--- config.mk ---
export PLATFORM = sky130hd
export DESIGN_NAME = uriscv_muldiv_arb
export DESIGN_NICKNAME = d
export VERILOG_FILES = /design/src/rtl/uriscv_muldiv_pkg.sv /design/src/rtl/uriscv_muldiv_arb_fifo.sv /design/src/rtl/uriscv_muldiv_arb.sv
export SDC_FILE = /design/constraint.sdc
export NUM_CORES = 1
export LEC_CHECK = 0
export CAP_MARGIN = 20
export CORE_AREA = 3 3 114 116
export CTS_BUF_LIST = sky130_fd_sc_hd__clkbuf_8
export DETAILED_ROUTE_END_ITERATION = 8
export DIE_AREA = 0 0 117 119
export HOLD_SLACK_MARGIN = 0.06
export PLACE_DENSITY = 0.65
export SKIP_CTS_REPAIR_TIMING = 1
export SLEW_MARGIN = 20
export SYNTH_ARGS = -nofsm -noshare
export SYNTH_HDL_FRONTEND = slang
export SYNTH_HIERARCHICAL = 1
export SYNTH_SLANG_ARGS = --single-unit
export TNS_END_PERCENT = 10
--- constraint.sdc ---
create_clock -name clk_i -period 7.1 [get_ports clk_i]
set_clock_uncertainty 0.05 [all_clocks]
set_input_delay 1.065 -clock clk_i [delete_from_list [all_inputs] [get_ports clk_i]]
set_output_delay 1.065 -clock clk_i [all_outputs]
set_load 0.02 [all_outputs]
--- src/rtl/uriscv_muldiv_pkg.sv ---
// Shared definitions for the uriscv_muldiv arbiter and its bench.
//   - funct3 op encoding of the M extension (MUL..REMU)
//   - op_onehot(): funct3 -> one-hot inst_* vector (bit k = funct3 k)
//   - op_is_div(): funct3[2] selects the DIV class
//   - MUL_LAT / DIV_LAT: accept-to-response latency of the unit in cycles
//   - ORD_DEPTH: depth of the in-order response FIFO
package uriscv_muldiv_pkg;

  localparam int MUL_LAT   = 2;
  localparam int DIV_LAT   = 34;
  localparam int ORD_DEPTH = 2;

  typedef enum logic [2:0] {
    OP_MUL    = 3'd0,
    OP_MULH   = 3'd1,
    OP_MULHSU = 3'd2,
    OP_MULHU  = 3'd3,
    OP_DIV    = 3'd4,
    OP_DIVU   = 3'd5,
    OP_REM    = 3'd6,
    OP_REMU   = 3'd7
  } md_op_e;

  function automatic logic [7:0] op_onehot(input logic [2:0] op);
    logic [7:0] oh;
    oh     = '0;
    oh[op] = 1'b1;
    return oh;
  endfunction

  function automatic logic op_is_div(input logic [2:0] op);
    return op[2];
  endfunction

endpackage

--- src/rtl/uriscv_muldiv_arb_fifo.sv ---
// In-order FIFO of ORD_DEPTH (2) entries used to remember which requester
// (and tag) owns each op currently inside the muldiv unit.
// Ports:
//   clk_i, rst_i   clock, asynchronous active-high reset (empties the FIFO)
//   push_i, data_i write an entry (ignored when full unless popping too)
//   pop_i          drop the head entry (ignored when empty)
//   full_o         ORD_DEPTH entries held
//   empty_o        no entries held
//   head_o         oldest entry, valid when !empty_o
module uriscv_muldiv_arb_fifo
  import uriscv_muldiv_pkg::*;
#(
  parameter int W = 6
) (
  input  logic         clk_i,
  input  logic         rst_i,
  input  logic         push_i,
  input  logic [W-1:0] data_i,
  input  logic         pop_i,
  output logic         full_o,
  output logic         empty_o,
  output logic [W-1:0] head_o
);

  logic [1:0]   count_q, count_d;
  logic [W-1:0] e0_q, e0_d;
  logic [W-1:0] e1_q, e1_d;
  logic         do_pop, do_push;

  assign full_o  = (count_q == 2'(ORD_DEPTH));
  assign empty_o = (count_q == 2'd0);
  assign head_o  = e0_q;

  always_comb begin
    count_d = count_q;
    e0_d    = e0_q;
    e1_d    = e1_q;
    do_pop  = pop_i & ~empty_o;
    // A push into a full FIFO is only taken when the head leaves this cycle.
    do_push = push_i & (~full_o | do_pop);
    case ({do_push, do_pop})
      2'b10: begin
        if (empty_o) e0_d = data_i;
        else         e1_d = data_i;
        count_d = count_q + 2'd1;
      end
      2'b01: begin
        e0_d    = e1_q;
        count_d = count_q - 2'd1;
      end
      2'b11: begin
        if (count_q == 2'd1) begin
          e0_d = data_i;
        end else begin
          e0_d = e1_q;
          e1_d = data_i;
        end
      end
      default: ;
    endcase
  end

  always_ff @(posedge clk_i or posedge rst_i) begin
    if (rst_i) count_q <= 2'd0;
    else       count_q <= count_d;
  end

  // Entry storage carries no reset; occupancy alone says what is valid.
  always_ff @(posedge clk_i) begin
    e0_q <= e0_d;
    e1_q <= e1_d;
  end

endmodule

--- src/rtl/uriscv_muldiv_arb.sv ---
// Two-port round-robin arbiter/sequencer in front of one uriscv_muldiv unit.
// Grants at most one eligible request per cycle, encodes it onto the unit's
// one-hot inst_* inputs, tracks unit occupancy so it never issues into a
// stall, and steers each in-order result back to its requester with its tag.
// Ports:
//   clk_i, rst_i                     clock, async active-high reset
//   req_valid_i/req_ready_o [1:0]    per-requester handshake
//   req_op_i, req_a_i, req_b_i       per-requester funct3 op and operands
//   req_tag_i                        per-requester tag, echoed on response
//   rsp_valid_o [1:0]                one-cycle response pulse per requester
//   rsp_data_o, rsp_tag_o            shared response payload
//   md_valid_o, md_inst_o            unit valid_i and one-hot inst_*_i
//   md_ra_o, md_rb_o                 unit operands
//   md_stall_i, md_ready_i           unit stall_o, ready_o
//   md_result_i                      unit result_o
//   busy_o                           any op in flight
//   err_o                            sticky protocol error
module uriscv_muldiv_arb
  import uriscv_muldiv_pkg::*;
#(
  parameter int TAG_W = 5
) (
  input  logic                  clk_i,
  input  logic                  rst_i,
  input  logic [1:0]            req_valid_i,
  output logic [1:0]            req_ready_o,
  input  logic [1:0][2:0]       req_op_i,
  input  logic [1:0][31:0]      req_a_i,
  input  logic [1:0][31:0]      req_b_i,
  input  logic [1:0][TAG_W-1:0] req_tag_i,
  output logic [1:0]            rsp_valid_o,
  output logic [31:0]           rsp_data_o,
  output logic [TAG_W-1:0]      rsp_tag_o,
  output logic                  md_valid_o,
  output logic [7:0]            md_inst_o,
  output logic [31:0]           md_ra_o,
  output logic [31:0]           md_rb_o,
  input  logic                  md_stall_i,
  input  logic                  md_ready_i,
  input  logic [31:0]           md_result_i,
  output logic                  busy_o,
  output logic                  err_o
);

  localparam int ENT_W = TAG_W + 1;

  logic             fifo_full, fifo_empty;
  logic [ENT_W-1:0] fifo_head, fifo_wdata;
  logic             ptr_q, ptr_d;
  logic             div_inflight_q, div_inflight_d;
  logic             err_q, err_d;
  logic [1:0]       elig, grant;
  logic             win, room;

  uriscv_muldiv_arb_fifo #(.W(ENT_W)) u_order_fifo (
    .clk_i   (clk_i),
    .rst_i   (rst_i),
    .push_i  (md_valid_o),
    .data_i  (fifo_wdata),
    .pop_i   (md_ready_i),
    .full_o  (fifo_full),
    .empty_o (fifo_empty),
    .head_o  (fifo_head)
  );

  always_comb begin
    // With a full FIFO a new op only fits if the head returns this cycle;
    // the unit's fixed MUL latency makes that the normal case.
    room = ~fifo_full | md_ready_i;

    // Any op waits behind a DIV; a DIV additionally waits for the unit to
    // drain so it never lands behind a MUL still in the pipe.
    elig[0] = req_valid_i[0] & ~rst_i & ~div_inflight_q & room &
              (~op_is_div(req_op_i[0]) | fifo_empty);
    elig[1] = req_valid_i[1] & ~rst_i & ~div_inflight_q & room &
              (~op_is_div(req_op_i[1]) | fifo_empty);

    if (elig == 2'b11) grant = ptr_q ? 2'b10 : 2'b01;
    else               grant = elig;
    win = grant[1];

    req_ready_o = grant;
    md_valid_o  = |grant;
    md_inst_o   = md_valid_o ? op_onehot(req_op_i[win]) : 8'h00;
    md_ra_o     = req_a_i[win];
    md_rb_o     = req_b_i[win];
    fifo_wdata  = {win, req_tag_i[win]};

    ptr_d = ptr_q;
    if (grant[0])      ptr_d = 1'b1;
    else if (grant[1]) ptr_d = 1'b0;

    // While a DIV is in flight it is the only FIFO entry, so the next
    // md_ready_i is necessarily its result.
    div_inflight_d = div_inflight_q;
    if (md_valid_o & op_is_div(req_op_i[win])) div_inflight_d = 1'b1;
    else if (md_ready_i & div_inflight_q)      div_inflight_d = 1'b0;

    err_d = err_q | (md_ready_i & fifo_empty) | (md_valid_o & md_stall_i);

    rsp_valid_o = 2'b00;
    if (md_ready_i & ~fifo_empty) rsp_valid_o[fifo_head[TAG_W]] = 1'b1;
    rsp_data_o = md_result_i;
    rsp_tag_o  = fifo_head[TAG_W-1:0];

    busy_o = ~fifo_empty | div_inflight_q;
    err_o  = err_q;
  end

  always_ff @(posedge clk_i or posedge rst_i) begin
    if (rst_i) begin
      ptr_q          <= 1'b0;
      div_inflight_q <= 1'b0;
      err_q          <= 1'b0;
    end else begin
      ptr_q          <= ptr_d;
      div_inflight_q <= div_inflight_d;
      err_q          <= err_d;
    end
  end

endmodule
==> flow_metrics.py <==
metrics = {
    "critical_path": {
        "cp-start-kind": "input pin",
        "reg2regPathDepth": 7,
        "crit_chain": "clkdlybuf4s50_1 -> and2b_4 -> o211ai_4 -> or2_4 -> buf_12 -> mux2_4 -> clkdlybuf4s50_1",
        "worst_setup_path_end_kind": "output port",
        "cp_slowest_stage_delay_ps": 650,
        "crit_buf_inv": 3,
        "r2r_setup_slack_ps": 4010,
        "crit_required_ps": 5980,
        "rr_endpoint": "u_order_fifo/head_o[0]",
        "critPathArrivalTime_ps": 4050,
        "critPathTopFamily": "buffers and inverters",
        "cp_common_cell": "clkdlybuf4s50_1",
        "path_max_fanout": 36,
        "crit_path_top_delay_cell": "or2_4",
        "crit_type": "in -> out",
        "timing.rr.start": "u_order_fifo/count_q[1]",
    },
    "logic_synthesis": {
        "syn_inst": 206,
        "syn_nets": 391,
        "syn_area_per_cell_um2": 12.3,
        "ys_seq_elements": 17,
        "ys_types": 44,
        "synth_edf_count": 12,
        "synth_area_um2": 2540,
        "synth_top_flop_cell": "edfxtp_1",
        "synthArstFlopShare_pct": 29.4,
        "yosys_warnings": 6,
        "ys_seq_area_share_pct": 19.1,
    },
    "routing": {
        "antenna_left": 0,
        "wl_per_cell_um": 16.2,
        "drc": 0,
        "firstDrtPassIters": 4,
        "wirelength_um": 8880,
        "viasPerCell": 4.27,
        "dr_total_vias": 2346,
        "drtIter0Drc": 60,
    },
    "finish": {
        "final_area_um2": 4720,
        "layout_common_cells": "233 x clkdlybuf4s50_1, 75 x mux2_4, 12 x edfxtp_1",
        "final_util_pct": 39.3,
        "nFillCells": 1185,
        "final_common_cell": "clkdlybuf4s50_1",
        "fin_cells": 549,
        "n_antenna_cell": 0,
        "multiInputGateArea_um2": 1620,
        "area_growth_pct": 86.1,
        "nNetsFinal": 588,
        "drive_gt1_share_pct": 22.9,
        "regArea_um2": 485,
    },
    "min_path": {
        "min_path_cells": 1,
        "hold_class": "reg -> reg",
        "min_to": "err_o",
        "hold_start": "err_o",
    },
    "clocking": {
        "root_buffer": "clkbuf_8",
        "cts_buffers": 3,
        "clk_latency_ps": 250,
        "clk_pin_slew_ps": 70,
        "cts_tree": "yes",
        "cts_sinks": 17,
        "cts_max_path_buffers": 2,
        "cts.htree.levels": 1,
    },
    "power": {
        "powerDensity_nw_per_um2": 181,
        "power_frac_clock_pct": 8.5,
        "p_sw_uw": 321,
        "peakVddDrop_mv": 0.0804,
        "pwr-share-seq_pct": 18.8,
        "netSwitchingFraction_pct": 37.6,
        "p_leak_nw": 2.05,
        "power.internal_uw": 533,
        "pwr-share-comb_pct": 72.7,
    },
    "global_routing": {
        "grt_max_degree": 37,
        "grt_use_met3_pct": 3.71,
        "groute.layer.met1.usage_pct": 11.8,
        "grtUsageMet2_pct": 21.2,
        "gr-usage-all-layers_pct": 11.4,
        "grt_pass1_vias": 2546,
        "overflow": 0,
        "grt_antenna_before_repair": 0,
        "top_usage_layer": "met2",
        "grt_pass1_wl_um": 12700,
    },
    "placement": {
        "post-dp-hpwl_um": 7760,
        "gp_congestion": 0.783,
        "dpl.cell_count": 545,
        "io_buffer_count": 233,
        "place_area_um2": 4680,
    },
    "sta": {
        "worstMarginPinSlew_ps": 857,
        "period_minus_slack_ps": 5160,
        "fmax_mhz": 194,
        "finalMaxSlewViolations": 0,
        "rsz0062_at_grt": "false",
        "finalSetupViolations": 0,
        "hold_viol_final": 0,
        "setup_tns_ps": 0,
        "period_share_pct": 72.7,
        "relSlewSlack_pct": 42.8,
    },
    "die": {
        "io_pins": 298,
        "start_util_pct": 21.1,
        "dieArea_um2": 13900,
        "fp.dieH_um": 119,
        "dieWidth_um": 117,
        "core_um2": 12000,
        "rows": 40,
    },
    "run_status": {
        "outcome": "completed",
    },
    "flow_run": {
        "cap_violations": 0,
    },
}
-- flip-flops by register name, summed over array words and instances (netlist names) --
signal,cells
u_order_fifo/e1_q,6
u_order_fifo/head_o,6
u_order_fifo/count_q,2
div_inflight_q,1
err_o,1
ptr_q,1
-- routing by layer --
metal  share of wire (%)  vias to the layer above
met2                  50                      157
met1                  35                     1059
met3                  11                       30
li1                    -                     1100
met5                   0                        -
met4                 3.1                        0
-- worst register-to-register path: cells and delay by family, from the launching register on --
family | cells | cell delay [ps]
AND/OR/NAND/NOR | 2 | 920
buffers and inverters | 1 | 90
multiplexers | 2 | 640
adder cells (fa/ha/maj) | 1 | 440
flip-flops | 1 | 420
AO/OA/AOI/OAI | 1 | 290
-- through the flow --
stage	power (mW)	hold slack [ps]	setup WS (ps)
floorplan	0.572	423	3400
finish	0.854	450	1940
global placement	0.782	418	1980
detailed placement	0.790	430	1930
global route	0.907	468	1800
CTS	0.867	446	1920
-- worst max path at each step --
stage,from,end,slack (ps),cells past startpoint
finish,req_op_i[2],md_rb_o[0],1940,7
global route,req_op_i[2],md_rb_o[10],1800,7
global placement,req_op_i[2],md_rb_o[0],1980,7
floorplan,md_ready_i,u_order_fifo/e1_q[0],3400,5
detailed placement,req_op_i[2],md_rb_o[0],1930,7
CTS,req_op_i[2],md_rb_o[0],1920,7
-- kinds of logic (layout without fill, tap and decap cells) --
logic type | after synthesis | in the layout | synth area share [%]
mux | 81 | 81 | 46.8
compound gates | 21 | 21 | 6.95
fa+ha+maj | 3 | 3 | 1.48
simple gates | 32 | 32 | 7.94
buf+inv | 51 | 247 | 17.4
flops | 17 | 17 | 19.1
xor+xnor | 1 | 1 | 0.345
-- power groups by stage --
stage	sequential, mW	combinational (mW)	clock [mW]
2_1_floorplan	0.170	0.402	0
5_1_grt	0.165	0.662	0.0802
3_3_place_gp	0.161	0.621	0
4_1_cts	0.161	0.630	0.0757
3_5_place_dp	0.162	0.627	0
6_report	0.160	0.621	0.0725
-- synth_stat cells (2+ instances only) --
cell | number | share of area (%)
nor2b_1 | 3 | 0.74
mux2i_1 | 5 | 2.0
edfxtp_1 | 12 | 14
and2b_1 | 2 | 0.59
ha_1 | 3 | 1.5
mux2_4 | 75 | 44
nand2_1 | 6 | 0.89
nor3b_1 | 2 | 0.59
nor3_1 | 2 | 0.39
nand2b_1 | 2 | 0.49
nor2_1 | 5 | 0.74
dfrtp_1 | 5 | 4.9
o2111ai_1 | 4 | 1.4
inv_1 | 8 | 1.2
buf_4 | 34 | 10
a21oi_1 | 4 | 0.79
buf_12 | 7 | 5.5
-- cell type report --
cell class | instances | share of cell area, %
clock buffer | 3 | 0.874
timing repair buffer | 234 | 49.8
inverter | 9 | 0.715
clock inverter | 1 | 0.106
multi-input combinational | 138 | 34.3
tap | 147 | 3.90
sequential | 17 | 10.3
(Power assumes the default switching activity.)
